===== src/rtl/gemm_sched_pkg.sv =====
// Shared types and helpers for the GeMM job scheduler.
// The job struct widths match the scheduler's default AddrWidth/IdWidth.
package gemm_sched_pkg;

   localparam int unsigned AddrW         = 16;
   localparam int unsigned IdW           = 4;
   localparam int unsigned CycleCntWidth = 32;

   typedef struct packed {
      logic [AddrW-1:0] m;
      logic [AddrW-1:0] k;
      logic [AddrW-1:0] n;
      logic [IdW-1:0]   id;
   } gemm_job_t;

   typedef enum logic [1:0] {
      SchedIdle   = 2'd0,
      SchedStart  = 2'd1,
      SchedRun    = 2'd2,
      SchedReport = 2'd3
   } sched_state_e;

   function automatic logic job_has_zero(input gemm_job_t j);
      return (j.m == {AddrW{1'b0}}) || (j.k == {AddrW{1'b0}}) || (j.n == {AddrW{1'b0}});
   endfunction

   // Saturating increment: the counter sticks at all-ones.
   function automatic logic [CycleCntWidth-1:0] sat_inc(input logic [CycleCntWidth-1:0] v);
      if (&v) return v;
      else    return v + {{(CycleCntWidth-1){1'b0}}, 1'b1};
   endfunction

endpackage


===== src/rtl/gemm_job_fifo.sv =====
// Job FIFO for the GeMM scheduler; pointers carry one extra wrap bit so
// full and empty are told apart without a separate counter.
module gemm_job_fifo
   import gemm_sched_pkg::*;
#(
   parameter type         T     = gemm_job_t,
   parameter int unsigned Depth = 4
) (
   input  logic clk_i,
   input  logic rst_ni,
   input  logic push_i,
   input  T     data_i,
   input  logic pop_i,
   output T     data_o,
   output logic full_o,
   output logic empty_o
);

   localparam int unsigned IdxW = $clog2(Depth);
   localparam int unsigned PtrW = IdxW + 1;
   localparam logic [PtrW-1:0] PtrOne = PtrW'(1);

   T                mem_q [Depth];
   logic [PtrW-1:0] wr_q, rd_q;
   logic            push_ok_s, pop_ok_s;

   assign full_o    = (wr_q[IdxW-1:0] == rd_q[IdxW-1:0]) && (wr_q[IdxW] != rd_q[IdxW]);
   assign empty_o   = (wr_q == rd_q);
   assign push_ok_s = push_i && !full_o;
   assign pop_ok_s  = pop_i && !empty_o;
   assign data_o    = mem_q[rd_q[IdxW-1:0]];

   always_ff @(posedge clk_i) begin
      if (!rst_ni) begin
         wr_q <= {PtrW{1'b0}};
         rd_q <= {PtrW{1'b0}};
      end else begin
         if (push_ok_s) wr_q <= wr_q + PtrOne;
         if (pop_ok_s)  rd_q <= rd_q + PtrOne;
      end
   end

   always_ff @(posedge clk_i) begin
      if (push_ok_s) mem_q[wr_q[IdxW-1:0]] <= data_i;
   end

endmodule


===== src/rtl/gemm_job_scheduler.sv =====
// GeMM job queue and sequencer: Idle -> Start -> Run -> Report, one job in flight.
// GEMM_SCHED_PERF_EN builds the saturating Start-to-done cycle counter.
module gemm_job_scheduler
   import gemm_sched_pkg::*;
#(
   parameter int unsigned AddrWidth = AddrW,
   parameter int unsigned IdWidth   = IdW,
   parameter int unsigned Depth     = 4
) (
   input  logic                     clk_i,
   input  logic                     rst_ni,
   input  logic                     job_valid_i,
   output logic                     job_ready_o,
   input  logic [AddrWidth-1:0]     job_m_i,
   input  logic [AddrWidth-1:0]     job_k_i,
   input  logic [AddrWidth-1:0]     job_n_i,
   input  logic [IdWidth-1:0]       job_id_i,
   output logic                     ctrl_start_o,
   output logic [AddrWidth-1:0]     ctrl_m_size_o,
   output logic [AddrWidth-1:0]     ctrl_k_size_o,
   output logic [AddrWidth-1:0]     ctrl_n_size_o,
   input  logic                     ctrl_done_i,
   output logic                     cmpl_valid_o,
   input  logic                     cmpl_ready_i,
   output logic [IdWidth-1:0]       cmpl_id_o,
   output logic                     cmpl_err_o,
   output logic [CycleCntWidth-1:0] cmpl_cycles_o,
   output logic                     busy_o
);

   sched_state_e state_q, state_d;
   gemm_job_t    push_job_s, head_s;
   logic         fifo_full_s, fifo_empty_s, pop_s, zero_s;
   logic         start_q, valid_q, err_q;
   logic [AddrWidth-1:0] m_q, k_q, n_q;
   logic [IdWidth-1:0]   id_q;

   assign push_job_s = '{m: job_m_i, k: job_k_i, n: job_n_i, id: job_id_i};
   assign pop_s      = (state_q == SchedIdle) && !fifo_empty_s;
   assign zero_s     = job_has_zero(head_s);

   gemm_job_fifo #(
      .T     (gemm_job_t),
      .Depth (Depth)
   ) u_fifo (
      .clk_i   (clk_i),
      .rst_ni  (rst_ni),
      .push_i  (job_valid_i),
      .data_i  (push_job_s),
      .pop_i   (pop_s),
      .data_o  (head_s),
      .full_o  (fifo_full_s),
      .empty_o (fifo_empty_s)
   );

   always_comb begin
      state_d = state_q;
      case (state_q)
         SchedIdle: begin
            if (pop_s) state_d = zero_s ? SchedReport : SchedStart;
            else       state_d = SchedIdle;
         end
         SchedStart:  state_d = SchedRun;
         SchedRun: begin
            if (ctrl_done_i) state_d = SchedReport;
            else             state_d = SchedRun;
         end
         SchedReport: begin
            if (cmpl_ready_i) state_d = SchedIdle;
            else              state_d = SchedReport;
         end
         default:     state_d = SchedIdle;
      endcase
   end

   // Start and valid are registered from the next state so they line up with the FSM.
   always_ff @(posedge clk_i) begin
      if (!rst_ni) begin
         state_q <= SchedIdle;
         start_q <= 1'b0;
         valid_q <= 1'b0;
         err_q   <= 1'b0;
         id_q    <= {IdWidth{1'b0}};
         m_q     <= {AddrWidth{1'b0}};
         k_q     <= {AddrWidth{1'b0}};
         n_q     <= {AddrWidth{1'b0}};
      end else begin
         state_q <= state_d;
         start_q <= (state_d == SchedStart);
         valid_q <= (state_d == SchedReport);
         if (pop_s) begin
            m_q   <= head_s.m;
            k_q   <= head_s.k;
            n_q   <= head_s.n;
            id_q  <= head_s.id;
            err_q <= zero_s;
         end
      end
   end

`ifdef GEMM_SCHED_PERF_EN
   logic [CycleCntWidth-1:0] cnt_q, cycles_q;

   // The Start cycle counts as 1, so a job with done L cycles after Start reports L+1.
   always_ff @(posedge clk_i) begin
      if (!rst_ni) begin
         cnt_q    <= {CycleCntWidth{1'b0}};
         cycles_q <= {CycleCntWidth{1'b0}};
      end else begin
         if (pop_s)                                       cnt_q <= {CycleCntWidth{1'b0}};
         else if (state_q inside {SchedStart, SchedRun}) cnt_q <= sat_inc(cnt_q);
         if (pop_s && zero_s)                        cycles_q <= {CycleCntWidth{1'b0}};
         else if (state_q == SchedRun && ctrl_done_i) cycles_q <= sat_inc(cnt_q);
      end
   end

   assign cmpl_cycles_o = cycles_q;
`else
   assign cmpl_cycles_o = {CycleCntWidth{1'b0}};
`endif

   assign job_ready_o   = !fifo_full_s;
   assign ctrl_start_o  = start_q;
   assign ctrl_m_size_o = m_q;
   assign ctrl_k_size_o = k_q;
   assign ctrl_n_size_o = n_q;
   assign cmpl_valid_o  = valid_q;
   assign cmpl_id_o     = id_q;
   assign cmpl_err_o    = err_q;
   assign busy_o        = (state_q != SchedIdle) || !fifo_empty_s;

endmodule


===== config.mk =====
export PLATFORM = sky130hd
export DESIGN_NAME = gemm_job_scheduler
export DESIGN_NICKNAME = d
export VERILOG_FILES = /design/src/rtl/gemm_sched_pkg.sv /design/src/rtl/gemm_job_fifo.sv /design/src/rtl/gemm_job_scheduler.sv
export SDC_FILE = /design/constraint.sdc
export NUM_CORES = 1
export LEC_CHECK = 0
export CAP_MARGIN = 10
export CORE_MARGIN = 2
export CORE_UTILIZATION = 54
export DETAILED_ROUTE_END_ITERATION = 16
export PLACE_DENSITY = 0.88
export SYNTH_ARGS = -nofsm -noshare
export SYNTH_HDL_FRONTEND = slang
export SYNTH_SLANG_ARGS = --single-unit
export TNS_END_PERCENT = 30

===== constraint.sdc =====
create_clock -name clk_i -period 3.6 [get_ports clk_i]
set_clock_uncertainty 0.1 [all_clocks]
set_input_delay 0.9 -clock clk_i [delete_from_list [all_inputs] [get_ports clk_i]]
set_output_delay 0.9 -clock clk_i [all_outputs]
set_load 0.02 [all_outputs]

==> run_results.csv <==
group,metric,value,unit
run_status,status,"finished, final reports clean",
drt,num_vias,5807,
cells_and_area,multiInputGateArea,2560,sq um
die,fp.dieW,143,microns
timing,slew_headroom,32.3,%
drt,dr_wl_met3,1450,microns
worst_setup_path,cpLargestDelayFamily,"buffers and inverters",
yosys,synthCells,615,
place,pre_cts_slack,0.621,ns
die,io_pins,146,
power_and_ir_drop,p_total,9620,uW
global_routing,grt-ovfl-total,0,
yosys,synth_area,10400,sq um
timing,period_needed,3.17,ns
timing,final-hold-violation-count,0,
place,dp_hpwl,13300,microns
power_and_ir_drop,p_per_area,768,nW/um^2
clocking,cts.clk_slew.worst_paths,0.06,ns
cells_and_area,layout-drive-gt1-share,14.3,%
die,core-area,18800,sq um
cells_and_area,fin_area,12500,sq um
place,numPortBuffers,113,
yosys,netlist.top_cell.by_area,"edfxtp_1",
global_routing,grt_pass1_wl,33900,microns
global_routing,track_usage,22.2,%
yosys,yosysTopAreaCellShare,60.2,%
power_and_ir_drop,power_leakage,0.00417,uW
worst_setup_path,startpoint,"u_fifo.wr_q[2]",
worst_setup_path,max_stage_delay,0.60,ns
hold_path,hp-start,"cmpl_id_o[1]",
place,placed_area,11700,sq um
yosys,ys.flop_type,"edfxtp_1",
drt,dr.pass1.iters,4,
clocking,cts.sinks,273,
cells_and_area,nets,799,
worst_setup_path,critPathKind,"reg -> out",
worst_setup_path,worstSetupStartpointType,"register",
hold_path,hold_path_class,"reg -> reg",
yosys,yosysWarnings,0,
yosys,synth_edf_count,208,
die,die_area,20400,sq um
drt,via_per_inst,5.87,
clocking,hold_buffers,0,
worst_setup_path,end_kind,"primary output",
global_routing,grt_antenna_before_repair,0,
drt,highest_layer,"met4",
place,gp_congestion,0.797,
global_routing,grt_pass1_vias,5900,
clocking,cts_htree_levels,1,
die,core.rowCount,50,
yosys,syn_area_per_cell,16.9,sq um
timing,final_max_slew_viol_count,0,
clocking,clkLatencyLatePin,0.53,ns
timing,hold_ws,0.368,ns
clocking,root_buffer,"clkbuf_16",
timing,fin_ws,0.428,ns
die,die_y,143,microns
global_routing,grt_max_degree,63,
worst_setup_path,critPathMaxFanout,5,
worst_setup_path,critical_path_required,2.60,ns
worst_setup_path,crit_buf_inv,1,
power_and_ir_drop,ir_worst_vdd,530,uV
timing,tns,0,ns
clocking,cts_tree,"built",
timing,fmax,315,MHz
flow_run,max-cap-violations,0,
timing,rsz0062_at_grt,"no",
clocking,post-cts-setup-buffer-count,0,
worst_setup_path,critPathSlowestCell,"clkdlybuf4s50_1",
timing,setup_violations,0,
yosys,synthArstFlopShare,0,%
die,initial_utilization,55.3,%
clocking,cts_made_buffers,26,
yosys,synthDistinctLibCells,31,
drt,ant_nets,0,
cells_and_area,antenna_cells,0,
cells_and_area,area_growth,20.6,%
timing,fin_crit_sh,88.1,%
cells_and_area,regArea,7550,sq um
drt,met2WireLength,11500,microns
drt,met1_length,8400,microns
clocking,cts.repair.resized,0,
worst_setup_path,arrival,2.17,ns
worst_setup_path,cp_cell_sequence,"xor2_1 -> nor3_1 -> nand2_1 -> clkdlybuf4s50_1",
drt,drt_iter0_drc,523,
drt,wl,22100,microns
drt,drc,0,
clocking,clk_path_buf_depth,3,
cells_and_area,fillers,1151,
yosys,ys_ff_latch,273,
drt,wl_per_cell,22.4,microns
yosys,synth.area.top_cells,"edfxtp_1 60%, dfxtp_1 13%, mux4_2 10%",
timing,worstMarginPinSlew,1.01,ns
yosys,yosysSeqAreaShare,72.7,%
metal layers:
metal	vias up	GRT usage [%]
met4	0	9.28
met1	2906	28.3
li1	2508	-
met5	-	0
met3	59	2.62
met2	334	38.8
tightest hold or removal path: cells and delay by family (launching register included):
kind	cells	cell delay, ns
and+or+nand+nor	1	0.05
DFF	1	0.31
AOI/OAI and AO/OA	1	0.06
registers in the layout, indices dropped and copies added, names as in the netlist, named ones only:
register and flops:
cmpl_err_o 1, ctrl_k_size_o 16, u_fifo.wr_q 3, cmpl_id_o 4, ctrl_n_size_o 16, cmpl_valid_o 1
u_fifo.rd_q 3, ctrl_start_o 1, ctrl_m_size_o 16, state_q 2, u_fifo.mem_q 208
logic make-up (layout without fill, tap and decap cells):
logic type | count (synthesis) | in the layout | synth area share, %
flops | 273 | 273 | 72.7
compound gates | 64 | 64 | 4.52
mux | 52 | 52 | 11.4
other cells | 1 | 32 | 0.0361
fa+ha+maj | 5 | 5 | 0.603
xor+xnor | 9 | 9 | 0.759
buf+inv | 66 | 176 | 3.90
simple gates | 145 | 145 | 6.06
stage by stage:
stage | util (%) | std cells
after CTS | 66.7 | 990
after floorplan | - | 646
after detailed placement | 62.3 | 943
final | 66.7 | 990
after global placement | 62.3 | 943
after global routing | 66.7 | 990
cells in the mapped netlist, types with 3 or more instances:
| cell | number |
|---|---|
| edfxtp_1 | 208 |
| nand2_1 | 110 |
| dfxtp_1 | 65 |
| a21boi_0 | 53 |
| mux4_2 | 48 |
| buf_4 | 33 |
| clkbuf_1 | 21 |
| nor4_1 | 11 |
| and2_1 | 8 |
| xnor2_1 | 6 |
| ha_1 | 5 |
| inv_1 | 5 |
| a31oi_1 | 4 |
| mux4_1 | 4 |
| nor2b_1 | 4 |
| o21ai_0 | 4 |
| nand3_1 | 3 |
| nand4_1 | 3 |
| xor2_1 | 3 |
layout make-up:
| type | count | share of cell area [%] |
|---|---|---|
| flip-flops and latches | 273 | 60.3 |
| multi-input cells | 307 | 20.5 |
| inverters | 5 | 0.150 |
| repair buffers | 124 | 10.1 |
| clock inverters | 12 | 0.889 |
| well taps | 234 | 2.34 |
| clock buffers | 35 | 5.80 |
path summary, 6_finish.rpt:
kind	depth (start not counted)	slack (ns)	endpoint
setup / recovery	4	0.43	busy_o
hold reg to reg	2	0.37	cmpl_id_o[1]
hold / removal	2	0.37	cmpl_id_o[1]
setup reg to reg	5	0.67	cmpl_err_o
where the power goes:
group	switching (uW)	internal [uW]	total, uW
combinational	1590	1200	2800
clock	1120	1550	2670
sequential	312	3830	4150
total	3020	6590	9620
layout by cell type, fill, tap and decap left out, drive strengths merged:
master / Yosys / final
nor3: 2 / 2
clkinvlp: 0 / 2
xnor2: 6 / 6
xor2: 3 / 3
clkinv: 0 / 8
nand2: 110 / 110
dfxtp: 65 / 65
nor2: 2 / 2
ha: 5 / 5
o31a: 1 / 1
clkbuf: 21 / 35
and2: 9 / 9
clkdlybuf4s50: 0 / 112
bufinv: 0 / 2
nor2b: 4 / 4
buf: 40 / 12
o21ai: 4 / 4
a21boi: 53 / 53
a21oi: 1 / 1
o31ai: 1 / 1
mux4: 52 / 52
inv: 5 / 5
nor4: 12 / 12
conb: 1 / 32
nand4: 3 / 3
a31oi: 4 / 4
edfxtp: 208 / 208
nand3: 3 / 3
Note: power is estimated with default switching activity, not from simulation.
